`src/rtl/button_debouncer.sv`:
```
// ---------------------------------------------------------------------------
// button_debouncer
//
// Turns a raw, asynchronous push-button level into clean signals in the
// clock domain. The input passes through a two-flop synchroniser. A
// four-state FSM then accepts a new level only after the synchronised input
// has held that level for STABLE_COUNT consecutive cycles.
//
// Parameters:
//   STABLE_COUNT  cycles a new level must persist before it is accepted
//                 (legal range 1 .. 2^32-1)
//
// Ports:
//   clock          board clock; every flop uses its rising edge
//   reset          synchronous, active-high; clears all state
//   button_in      raw button level; may bounce and is asynchronous
//   button_level   debounced level
//   press_pulse    one-cycle pulse for each accepted 0->1 transition
//   release_pulse  one-cycle pulse for each accepted 1->0 transition
//   debug_state    current FSM state, for observation only
//
// There is no valid/ready handshake. button_in is a free-running level.
// Both pulses are registered, single-cycle, and mutually exclusive.
// ---------------------------------------------------------------------------
module button_debouncer #(
  parameter int unsigned STABLE_COUNT = 500000
) (
  input  logic       clock,
  input  logic       reset,
  input  logic       button_in,
  output logic       button_level,
  output logic       press_pulse,
  output logic       release_pulse,
  output logic [1:0] debug_state
);

  typedef enum logic [1:0] {
    IDLE_LOW  = 2'd0,
    WAIT_HIGH = 2'd1,
    HOLD_HIGH = 2'd2,
    WAIT_LOW  = 2'd3
  } state_t;

  // Terminal count. A WAIT state that reaches this value has seen
  // STABLE_COUNT consecutive cycles of the new level.
  localparam logic [31:0] LAST_COUNT = 32'(STABLE_COUNT - 1);

  state_t      state;
  state_t      state_next;
  logic        sync1;
  logic        sync2;
  logic [31:0] count;
  logic [31:0] count_next;
  logic        level_next;
  logic        press_next;
  logic        release_next;

  always_ff @(posedge clock) begin
    if (reset) begin
      sync1         <= 1'b0;
      sync2         <= 1'b0;
      state         <= IDLE_LOW;
      count         <= 32'd0;
      button_level  <= 1'b0;
      press_pulse   <= 1'b0;
      release_pulse <= 1'b0;
    end else begin
      sync1         <= button_in;
      sync2         <= sync1;
      state         <= state_next;
      count         <= count_next;
      button_level  <= level_next;
      press_pulse   <= press_next;
      release_pulse <= release_next;
    end
  end

  // The FSM looks only at sync2. It never looks at button_in or sync1.
  always_comb begin
    state_next   = state;
    count_next   = count;
    level_next   = button_level;
    press_next   = 1'b0;
    release_next = 1'b0;
    case (state)
      IDLE_LOW: begin
        if (sync2) begin
          state_next = WAIT_HIGH;
          count_next = 32'd0;
        end
      end
      WAIT_HIGH: begin
        if (!sync2) begin
          // The input went low before qualifying: treat it as a bounce.
          state_next = IDLE_LOW;
          count_next = 32'd0;
        end else if (count == LAST_COUNT) begin
          state_next = HOLD_HIGH;
          level_next = 1'b1;
          press_next = 1'b1;
          count_next = 32'd0;
        end else begin
          count_next = count + 32'd1;
        end
      end
      HOLD_HIGH: begin
        if (!sync2) begin
          state_next = WAIT_LOW;
          count_next = 32'd0;
        end
      end
      WAIT_LOW: begin
        if (sync2) begin
          state_next = HOLD_HIGH;
          count_next = 32'd0;
        end else if (count == LAST_COUNT) begin
          state_next   = IDLE_LOW;
          level_next   = 1'b0;
          release_next = 1'b1;
          count_next   = 32'd0;
        end else begin
          count_next = count + 32'd1;
        end
      end
      default: begin
        state_next = IDLE_LOW;
        count_next = 32'd0;
      end
    endcase
  end

  assign debug_state = state;

endmodule
```
`config.mk`:
```
export PLATFORM = sky130hd
export DESIGN_NAME = button_debouncer
export DESIGN_NICKNAME = d
export VERILOG_FILES = /design/src/rtl/button_debouncer.sv
export SDC_FILE = /design/constraint.sdc
export NUM_CORES = 1
export LEC_CHECK = 0
export CAP_MARGIN = 30
export CELL_PAD_IN_SITES_DETAIL_PLACEMENT = 1
export CELL_PAD_IN_SITES_GLOBAL_PLACEMENT = 2
export CORE_MARGIN = 5
export CORE_UTILIZATION = 30
export CTS_CLUSTER_SIZE = 40
export DETAILED_ROUTE_END_ITERATION = 8
export GPL_ROUTABILITY_DRIVEN = 0
export PLACE_DENSITY_LB_ADDON = 0.1
export SETUP_SLACK_MARGIN = 0.3
export SYNTH_ARGS = -nofsm -noshare
export SYNTH_HDL_FRONTEND = slang
export SYNTH_SLANG_ARGS = --single-unit
```
`constraint.sdc`:
```
create_clock -name clock -period 5.1 [get_ports clock]
set_input_delay 0.765 -clock clock [delete_from_list [all_inputs] [get_ports clock]]
set_output_delay 0.765 -clock clock [all_outputs]
set_load 0.01 [all_outputs]
```
; ---- Yosys cells after proc, flatten, opt, wreduce, memory -nomap -nowiden
; Cells that the tools add are included.
[op_classes]
mul = 0
addsub = 1
n_reduce_logical = 7
n_eq_ne = 12
n_bitwise = 3
n_mux = 19
order_cmp = 0
div_mod_pow = 0
shifts = 0
[op_table]
columns = cell, count
row1 = 32-bit 2-to-1 mux, 5
row2 = 32-bit one-hot mux with 4 select lines, 1
row3 = "32-bit by 1-bit adder with 32-bit output, second input constant", 1
row4 = "32-bit by 19-bit == test with 1-bit output, second input constant", 1
row5 = 2-bit 2-to-1 mux, 6
row6 = "2-bit != test, second input constant", 6
row7 = 2-bit one-hot mux with 4 select lines, 1
row8 = "3-bit != test, second input constant", 2
row9 = 3-bit OR reduction, 2
row10 = 1-bit 2-to-1 mux, 5
row11 = 5-bit AND reduction, 1
row12 = "2-bit == test, second input constant", 2
row13 = 4-bit AND reduction, 1
row14 = 1-bit inverter, 3
row15 = "2-bit by 1-bit == test with 1-bit output, second input constant", 1
row16 = 2-bit zero test, 1
row17 = 1-bit one-hot mux with 2 select lines, 1
row18 = 2-bit AND reduction, 1
row19 = 2-bit nonzero test, 1
[word_totals]
out_inout_bits = 5
ram_bits = 0
n_memories = 0
latch_bits = 0
rom_bits = 0
register_bits = 39
in_bits = 3

; ---- Logic depth before layout (Yosys ltp)
; Gate-level depths: netlist of run 1.
[logic_depth]
word_depth = 4
depth_mapped = 8
mapped_depth_nobuf = 6

; ---- Worst setup path after synthesis of run 1
; OpenSTA, ideal clock, no wires.
[synth_path]
path_kind = register to register
start = reg count[0]
end = reg count[23]
stages_incl_launch_ff = 8
arrival_ns = 1.813
n_path_buf = 1
required_ns = 4.984
setup_slack_ns = 3.171
path_cell_list = dfxtp_1 -> ha_1 -> nand4_1 -> nor4_4 -> a211oi_2 -> buf_6 -> a22o_1 -> a41o_1
[synth_between]
elab_chain_cells = 4
[synth_lines]
columns = item, line_no
row1 = start: declaration, 52  ; logic [31:0] count;
row2 = start signal: assignment, 71  ; count <= count_next;
row3 = 32-bit by 1-bit adder with 32-bit output or 32-bit by 19-bit == test with 1-bit output (tied branches), --
row4 = 32-bit 2-to-1 mux *, "97, 116"
row5 = 32-bit 2-to-1 mux (on tied branches), "113, 93"
row6 = 32-bit one-hot mux with 4 select lines *, 85  ; case (state)
; Every way passes the cells marked *; elsewhere a longest branch is shown, timed or not.
; A chain may end at the register's enable or synchronous reset.

==> run_results.csv, run 1 <==
group,metric,value,unit
worst_setup_path,crit_required,5.33,ns
placed_design,placed_cell_area,2100,um2
logic_synthesis,ys_types,42,
clocking,cts_tree,"yes",
floorplan,core_area,6310,um2
sta,tightest_slew,0.789,ns
floorplan,die_area,8190,um2
worst_setup_path,critPathLaunchType,"primary input",
floorplan,dieWidth,90.5,um
worst_setup_path,worst_path_largest_cell_delay,0.79,ns
clocking,clock_latency,0.30,ns
global_routing,grt_max_degree,22,
sta,slew_headroom,47.2,%
route,ant_nets,0,
layout,area_delta_synth_final,13.8,%
route,wl_per_cell,16.2,um
layout,final.fill_count,778,
logic_synthesis,synth_compound_area_share,17.4,%
sta,rsz0062_at_grt,"false",
sta,final-hold-violation-count,0,
sta,report.final.slew_viol_count,0,
pwr,p_leak,0.720,nW
sta,finalClockSkew,0.00517,ns
layout,instances_no_fill,320,
logic_synthesis,synthCells,236,
clocking,cts_buffer_depth,2,
logic_synthesis,yosys.area_share.simple,29.0,%
placed_design,hpwl,3.63,mm
logic_synthesis,yosysWarnings,0,
global_routing,grt_pass1_vias,1796,
worst_setup_path,path_max_fanout,21,
placed_design,pre_cts_ws,2.09,ns
pwr,power,606,uW
floorplan,die_h,90.5,um
floorplan,core.rowCount,29,
pwr,irDropWorstVdd,124,uV
floorplan,start_util,30.8,%
min_path,hold_path.class,"flop to flop",
logic_synthesis,synth.ff_latch_count,39,
worst_setup_path,worstPathArrival,2.90,ns
logic_synthesis,synthesis.nets,240,
layout,drive_above_1_share,7.41,%
worst_setup_path,critical_path.endpoint_type,"flop",
layout,n_antenna_cell,0,
run,max-cap-violations,0,
clocking,ctsResizeCount,0,
logic_synthesis,yosysTopAreaCellShare,40.2,%
placed_design,dp_cells,312,
layout,fin_area,2210,um2
worst_setup_path,crit_type,"primary input to flop",
floorplan,io_pins,8,
clocking,clk_pin_slew,0.08,ns
layout,multiInputGateArea,1080,um2
clocking,postCtsSetupBuffers,0,
status,status,"finished, final reports clean",
sta,hold_slack,0.451,ns
layout,fin_nets,246,
logic_synthesis,synthMuxAreaShare,3.09,%
logic_synthesis,synth_fa_ha_area_share,0.644,%
clocking,clock_sinks,39,
layout,post-route-util,35.1,%
global_routing,antenna_found_initial,0,
logic_synthesis,yosys.cell_count.top_type,"dfxtp_1",
sta,max_freq,0.375,GHz
sta,period_share,52.3,%
logic_synthesis,yosys_most_used_dff,"dfxtp_1",
logic_synthesis,synth_edf_count,0,
clocking,cts_buffers,5,
route,vias,1772,
route,route.detailed.vias_per_inst,5.54,
worst_setup_path,path_cells,"clkdlybuf4s50_1 -> a211oi_4 -> buf_4 -> nor2_1 -> nor2_1",
clocking,hold_buffers,0,
worst_setup_path,crit_buf_inv,2,
sta,setup_viol_count_final,0,
worst_setup_path,crit_family,"buffers and inverters",
clocking,clockRootBuffer,"clkbuf_8",
placed_design,portBuffers,7,
clocking,h-tree-depth,2,
route,drc,0,
route,first_iter_violations,37,
global_routing,grt_pass1_wl,9.00,mm
worst_setup_path,cp_common_cell,"nor2_1",
logic_synthesis,seq_area_frac_synth,40.2,%
layout,seqCellArea,781,um2
sta,fin_crit,2.67,ns
worst_setup_path,cp_slowest_cell,"a211oi_4",
route,finalWirelength,5.19,mm
pwr,power.density,274,nW/um2
route,firstDrtPassIters,4,
sta,final.setup.tns,0,ns
logic_synthesis,synthXorXnorAreaFrac,4.50,%
logic_synthesis,async_reset_ff_share,0,%
global_routing,grtUsageTotal,13.3,%
sta,setup_ws,2.43,ns
logic_synthesis,syn_area_per_cell,8.24,um2
logic_synthesis,synth_area_leaders,"dfxtp_1 (40%), nand3_1 (6.2%), nand4_1 (4.2%)",
logic_synthesis,synth_top_area_cell,"dfxtp_1",
global_routing,grt-ovfl-total,0,
logic_synthesis,syn-cell-area,1940,um2
logic_synthesis,ys_top_cells_by_count,"dfxtp_1 (39), nand3_1 (24), nand2_1 (20), nor2_1 (20), a21oi_1 (16)",
logic_synthesis,synth_top_family_by_area,"simple AND/OR/NAND/NOR gates",
## per-layer routing
layer / wire length (um) / track usage [%] / share of wire [%] / up-vias
li1: - / - / - / 874
met1: 2540 / 17.4 / 49 / 873
met2: 2450 / 21.2 / 47 / 18
met3: 144 / 3.50 / 2.8 / 7
met4: 63 / 4.34 / 1.2 / 0
met5: 0 / 0 / 0 / -
## power by group
part,internal (mW),switching [mW]
Clock,0.159,0.118
Combinational,0.00877,0.0134
Sequential,0.306,0.00156
## state kept, by name (all words and copies together), names as in the netlist, named ones only
register       cells
sync2              1
release_pulse      1
debug_state        1
sync1              1
press_pulse        1
button_level       1
count             32
## layout by cell type, fill, tap and decap left out, drive strengths merged, types with 2 or more instances in the layout
cell and count:
xor2 8, and3 3, dfxtp 39, nand3 24, nand2b 2, nand4 13, nor2 20, mux2i 6
clkdlybuf4s50 7, a211oi 3, buf 4, a21oi 16, nand2 20, o311ai 2, a31oi 9, inv 10
xnor2 2, o22ai 3, o21ai 6, a21o 4, nor2b 3, a22o 5, and4 2, nor4 6
clkbuf 6, nor3 6
## worst reg2reg max path: cells and delay by family, from the launching register on
family	cells	cell delay (ns)
simple gates	4	1.21
buf+inv	1	0.27
fa+ha+maj	1	0.26
compound gates	1	0.23
flops	1	0.42
## logic make-up after synthesis
group | Yosys count
AO/OA/AOI/OAI | 52
XOR/XNOR | 10
adder cells (fa/ha/maj) | 1
buffers and inverters | 22
flip-flops | 39
multiplexers | 6
AND/OR/NAND/NOR | 106
## area by class of cell
cell class / count / area share (%)
inverters: 10 / 1.70
flip-flops and latches: 39 / 35.3
clock buffers: 6 / 3.73
clock inverters: 2 / 1.58
well taps: 77 / 4.35
repair buffers: 11 / 4.52
multi-input cells: 175 / 48.8
## path summary, 6_finish.rpt
path	to	slack, ns	from	cells after the start
hold / removal	sync2$_SDFF_PP0_	0.45	sync1$_SDFF_PP0_	1
setup reg to reg	count[28]$_SDFFE_PP0P_	2.58	count[0]$_SDFFE_PP0P_	7
hold reg to reg	sync2$_SDFF_PP0_	0.45	sync1$_SDFF_PP0_	1
setup / recovery	count[28]$_SDFFE_PP0P_	2.43	reset	5
(Power assumes the default switching activity.)
==> inputs of run 2 (changes only) <==
clock period = 2.4 ns   (was 5.1 ns; I/O delays follow)
==> run 2 against run 1 <==
Sequential power grew 110%. Critical path depth grew 1. Routed wire length grew 8.8%. Clock-buffer cell count grew 1. Flip-flop and latch count is the same. Die area is the same. Hold slack gained 0.0087 ns. Global-route usage grew 1.1 points. Critical path type is now flop to flop.
==> run_results.csv, run 2 (synthesized netlist as in run 1, its figures left out) <==
group,metric,value,unit
status,status,"finished, final reports clean",
sta,slew_headroom,68.0,%
placed_design,dp_cells,330,
sta,fin_crit,2.02,ns
worst_setup_path,crit_required,2.58,ns
clocking,cts_tree,"yes",
global_routing,grt_max_degree,15,
clocking,cts_buffers,5,
worst_setup_path,worst_r2r_endpoint,"count[23]$_SDFFE_PP0P_",
route,first_iter_violations,109,
worst_setup_path,reg2reg_slack,0.38,ns
layout,top_register,"count",
sta,final-hold-violation-count,0,
clocking,h-tree-depth,2,
pwr,power,1.14,mW
layout,final_common_cell,"dfxtp_1",
global_routing,use_met3,2.75,%
layout,fin_area,2490,um2
route,wl_per_cell,16.2,um
placed_design,portBuffers,7,
worst_setup_path,critPathLaunchType,"flop",
sta,final.setup.tns,0,ns
global_routing,met2_usage,23.5,%
layout,drive_above_1_share,20.7,%
clocking,clockRootBuffer,"clkbuf_8",
layout,n_antenna_cell,0,
clocking,clock_latency,0.28,ns
placed_design,pre_cts_ws,0.0840,ns
sta,period_share,84.2,%
route,vias,1871,
route,route.detailed.vias_per_inst,5.38,
clocking,cts_buffer_depth,2,
pwr,power.density,457,nW/um2
global_routing,grt-ovfl-total,0,
pwr,p_leak,0.895,nW
min_path,min_to,"sync2$_SDFF_PP0_",
floorplan,die_area,8190,um2
global_routing,grt_pass1_wl,9.67,mm
global_routing,grt_pass1_vias,1850,
min_path,hold_path.class,"flop to flop",
layout,instances_no_fill,348,
worst_setup_path,path_max_fanout,7,
layout,final.fill_count,775,
clocking,clock_sinks,39,
sta,tightest_slew,0.478,ns
global_routing,grtUsageMet1,19.4,%
sta,setup_ws,0.380,ns
global_routing,globalRoute.busiestLayer,"met2",
global_routing,antenna_found_initial,0,
global_routing,grtUsageTotal,14.4,%
pwr,irDropWorstVdd,249,uV
placed_design,placed_cell_area,2240,um2
placed_design,hpwl,3.91,mm
min_path,hold_start,"sync1$_SDFF_PP0_",
sta,setup_viol_count_final,0,
route,drc,0,
layout,largest_reg_flops,32,
layout,area_delta_synth_final,28.3,%
route,ant_nets,0,
floorplan,io_pins,8,
sta,rsz0062_at_grt,"true",
clocking,clk_pin_slew,0.08,ns
worst_setup_path,worstPathArrival,2.20,ns
worst_setup_path,r2r-start,"count[26]$_SDFFE_PP0P_",
sta,finalClockSkew,0.00275,ns
worst_setup_path,critical_path.endpoint_type,"flop",
layout,multiInputGateArea,1120,um2
route,firstDrtPassIters,4,
floorplan,dieWidth,90.5,um
layout,final_cell_mix,"dfxtp_1 (32), buf_4 (29), nand3_1 (24)",
run,max-cap-violations,0,
sta,max_freq,0.495,GHz
layout,seqCellArea,790,um2
clocking,hold_buffers,0,
floorplan,core.rowCount,29,
worst_setup_path,crit_type,"flop to flop",
floorplan,start_util,30.8,%
floorplan,die_h,90.5,um
min_path,hold_depth,1,
layout,fin_nets,274,
worst_setup_path,ff2ff_path_depth,6,
sta,report.final.slew_viol_count,0,
route,finalWirelength,5.65,mm
floorplan,core_area,6310,um2
run 2: cell types whose count changed in the layout (fill, tap and decap cells not counted), sizes merged:
cell / change
bufinv: -1
clkbuf: +1
buf: +26
bufbuf: +2
run 2: worst max path at each step:
stage                      startpoint                      to  slack (ns)  cells after the start
3_3_place_gp    count[1]$_SDFFE_PP0P_  count[28]$_SDFFE_PP0P_        0.13                      7
4_1_cts        count[26]$_SDFFE_PP0P_  count[23]$_SDFFE_PP0P_        0.31                      6
3_5_place_dp    count[1]$_SDFFE_PP0P_  count[30]$_SDFFE_PP0P_        0.08                      7
6_report       count[26]$_SDFFE_PP0P_  count[23]$_SDFFE_PP0P_        0.38                      6
2_1_floorplan   count[0]$_SDFFE_PP0P_  count[23]$_SDFFE_PP0P_        0.47                      7
5_1_grt        count[27]$_SDFFE_PP0P_  count[23]$_SDFFE_PP0P_        0.29                      6
run 2: layer usage:
metal	vias to the layer above	share of wire (%)
met5	-	0
met4	0	0.96
met3	5	2.7
met2	22	49
met1	914	48
li1	930	-
run 2: worst max-delay path: stages, from the launching register on:
cell and delay (ns):
dfxtp_2 0.32, or4_4 0.55, nor4_4 0.30, a211oi_4 0.17, buf_12 0.17, a22o_1 0.20, a41o_1 0.21
run 2: area by class of cell:
cell class,count,area share [%]
Clock inverter,1,0.201
Timing Repair Buffer,39,14.9
Clock buffer,7,3.06
Sequential cell,39,31.6
Multi-Input combinational cell,175,44.8
Inverter,10,1.50
Tap cell,77,3.86
run 2: repair_timing:
item | CTS | global route
pin swaps | 2 | 3
buffers inserted | 5 | 3
setup endpoints to repair | 22 | 33
gates resized for setup | 2 | 13
gates cloned | 2 | 0
run 2: power breakdown:
group	internal [mW]	leakage [nW]	switching [mW]
combinational	0.0237	0.534	0.0311
sequential	0.650	0.318	0.00324
clock	0.204	0.0422	0.229
run 2: through the flow:
stage / utilization [%] / hold WS [ns]
floorplan: - / 0.414
global placement: 35.5 / 0.422
detailed placement: 35.5 / 0.430
CTS: 38.5 / 0.457
global route: 39.5 / 0.485
finish: 39.5 / 0.460
==> inputs of run 3 (changes only) <==
clock period = 1.89 ns   (was 2.4 ns; I/O delays follow)
==> run 3 against run 2 <==
The run now ends with negative setup slack left. Sequential power is 27% higher. Critical path depth is 1 higher. Cell count is 10% higher. Largest cell class unchanged. Largest power group unchanged. Highest routed layer unchanged.
==> run_results.csv, run 3 (synthesized netlist as in run 1, its figures left out) <==
group,metric,value,unit
status,status,"finished, violations left",
status,violations,"negative setup slack",
route,route.detailed.vias_per_inst,5.39,
floorplan,die_h,90.5,um
route,vias,2071,
clocking,h-tree-depth,2,
placed_design,dp_cells,363,
clocking,clockRootBuffer,"clkbuf_8",
floorplan,core_area,6310,um2
global_routing,grtUsageMet1,19.9,%
route,first_iter_violations,105,
sta,report.final.slew_viol_count,0,
global_routing,globalRoute.busiestLayer,"met2",
pwr,p_clk_share,38.6,%
clocking,cts_tree,"yes",
layout,n_antenna_cell,0,
floorplan,dieWidth,90.5,um
layout,largest_reg_flops,32,
placed_design,hpwl,4.66,mm
worst_setup_path,critPathLaunchType,"flop",
route,finalWirelength,6.68,mm
global_routing,met2_usage,28.8,%
sta,period_share,105,%
clocking,cts_buffers,5,
sta,fin_crit,1.98,ns
layout,final.fill_count,739,
pwr,p_int,1.12,mW
route,wl_per_cell,17.4,um
layout,post-route-util,45.9,%
pwr,irDropWorstVdd,283,uV
clocking,clock_latency,0.30,ns
global_routing,grtUsageTotal,16.4,%
route,ant_nets,0,
clocking,clk_pin_slew,0.08,ns
layout,drive_above_1_share,36.8,%
min_path,hold_depth,1,
global_routing,grt_max_degree,19,
global_routing,grt_pass1_wl,11.1,mm
floorplan,die_area,8190,um2
sta,final.setup.tns,-1.11,ns
worst_setup_path,critical_path.endpoint_type,"flop",
sta,tightest_slew,0.492,ns
worst_setup_path,path_max_fanout,7,
sta,slew_headroom,67.1,%
pwr,seqPwrFrac,55.6,%
global_routing,antenna_found_initial,0,
layout,final_cell_mix,"buf_4 (59), dfxtp_1 (34), nand3_1 (20)",
sta,final-hold-violation-count,0,
worst_setup_path,crit_type,"flop to flop",
pwr,power.density,515,nW/um2
layout,final_common_cell,"buf_4",
sta,hold_slack,0.456,ns
placed_design,pre_cts_ws,-0.157,ns
placed_design,placed_cell_area,2540,um2
global_routing,grt-ovfl-total,0,
min_path,hold_path.class,"flop to flop",
route,firstDrtPassIters,4,
sta,rsz0062_at_grt,"true",
sta,finalClockSkew,0.00895,ns
layout,area_delta_synth_final,49.2,%
clocking,cts_buffer_depth,2,
clocking,hold_buffers,0,
pwr,swShare,24.7,%
layout,seqCellArea,787,um2
layout,multiInputGateArea,1280,um2
floorplan,core.rowCount,29,
layout,top_register,"count",
pwr,power,1.49,mW
pwr,p_leak,1.10,nW
placed_design,portBuffers,7,
global_routing,use_met3,3.42,%
floorplan,io_pins,8,
layout,fin_nets,310,
sta,max_freq,0.506,GHz
worst_setup_path,worstPathArrival,2.17,ns
clocking,clock_sinks,39,
layout,instances_no_fill,384,
layout,fin_area,2900,um2
worst_setup_path,ff2ff_path_depth,7,
worst_setup_path,crit_required,2.08,ns
route,drc,0,
worst_setup_path,reg2reg_slack,-0.09,ns
floorplan,start_util,30.8,%
sta,setup_viol_count_final,21,
sta,setup_ws,-0.0858,ns
global_routing,grt_pass1_vias,2258,
pwr,pwr-share-comb,5.8,%
run,max-cap-violations,0,
pwr,power.net_switching,368,uW
[run 3: path summary, 6_finish.rpt]
path                               start                      to
setup / recovery  count[25]$_SDFFE_PP0P_  count[22]$_SDFFE_PP0P_
hold / removal          sync1$_SDFF_PP0_        sync2$_SDFF_PP0_
setup reg to reg  count[25]$_SDFFE_PP0P_  count[22]$_SDFFE_PP0P_
hold reg to reg         sync1$_SDFF_PP0_        sync2$_SDFF_PP0_
[run 3: timing repair]
action / in CTS / in global routing
cloned: 2 / 0
resized for setup: 16 / 21
pin swaps: 8 / 9
setup buffers: 6 / 5
setup endpoints to repair: 38 / 37
[run 3: per-layer routing]
metal | vias up | part of all wire (%)
met2 | 26 | 50
met3 | 6 | 2.7
met1 | 1029 | 46
li1 | 1010 | -
met4 | 0 | 1.3
met5 | - | 0
[run 3: final cells by class]
class,instances,share of cell area (%)
clock buffers,7,2.63
clock inverters,1,0.173
inverters,10,1.29
multi-input cells,176,44.0
flip-flops and latches,39,27.1
well taps,77,3.32
repair buffers,74,21.4
[run 3: critical path: stages (launching register included)]
cell	delay, ns
dfxtp_2	0.33
or4b_4	0.54
nor4_4	0.22
buf_4	0.19
a211oi_4	0.11
buf_6	0.17
a21o_1	0.15
a22o_1	0.17
[run 3: power groups by stage]
stage	Combinational [mW]	Clock, mW	Sequential, mW
final	0.0872	0.576	0.829
after global placement	0.0768	0	0.848
after detailed placement	0.0790	0	0.848
after global routing	0.0956	0.617	0.830
after CTS	0.0824	0.593	0.829
after floorplan	0.0384	0	0.850
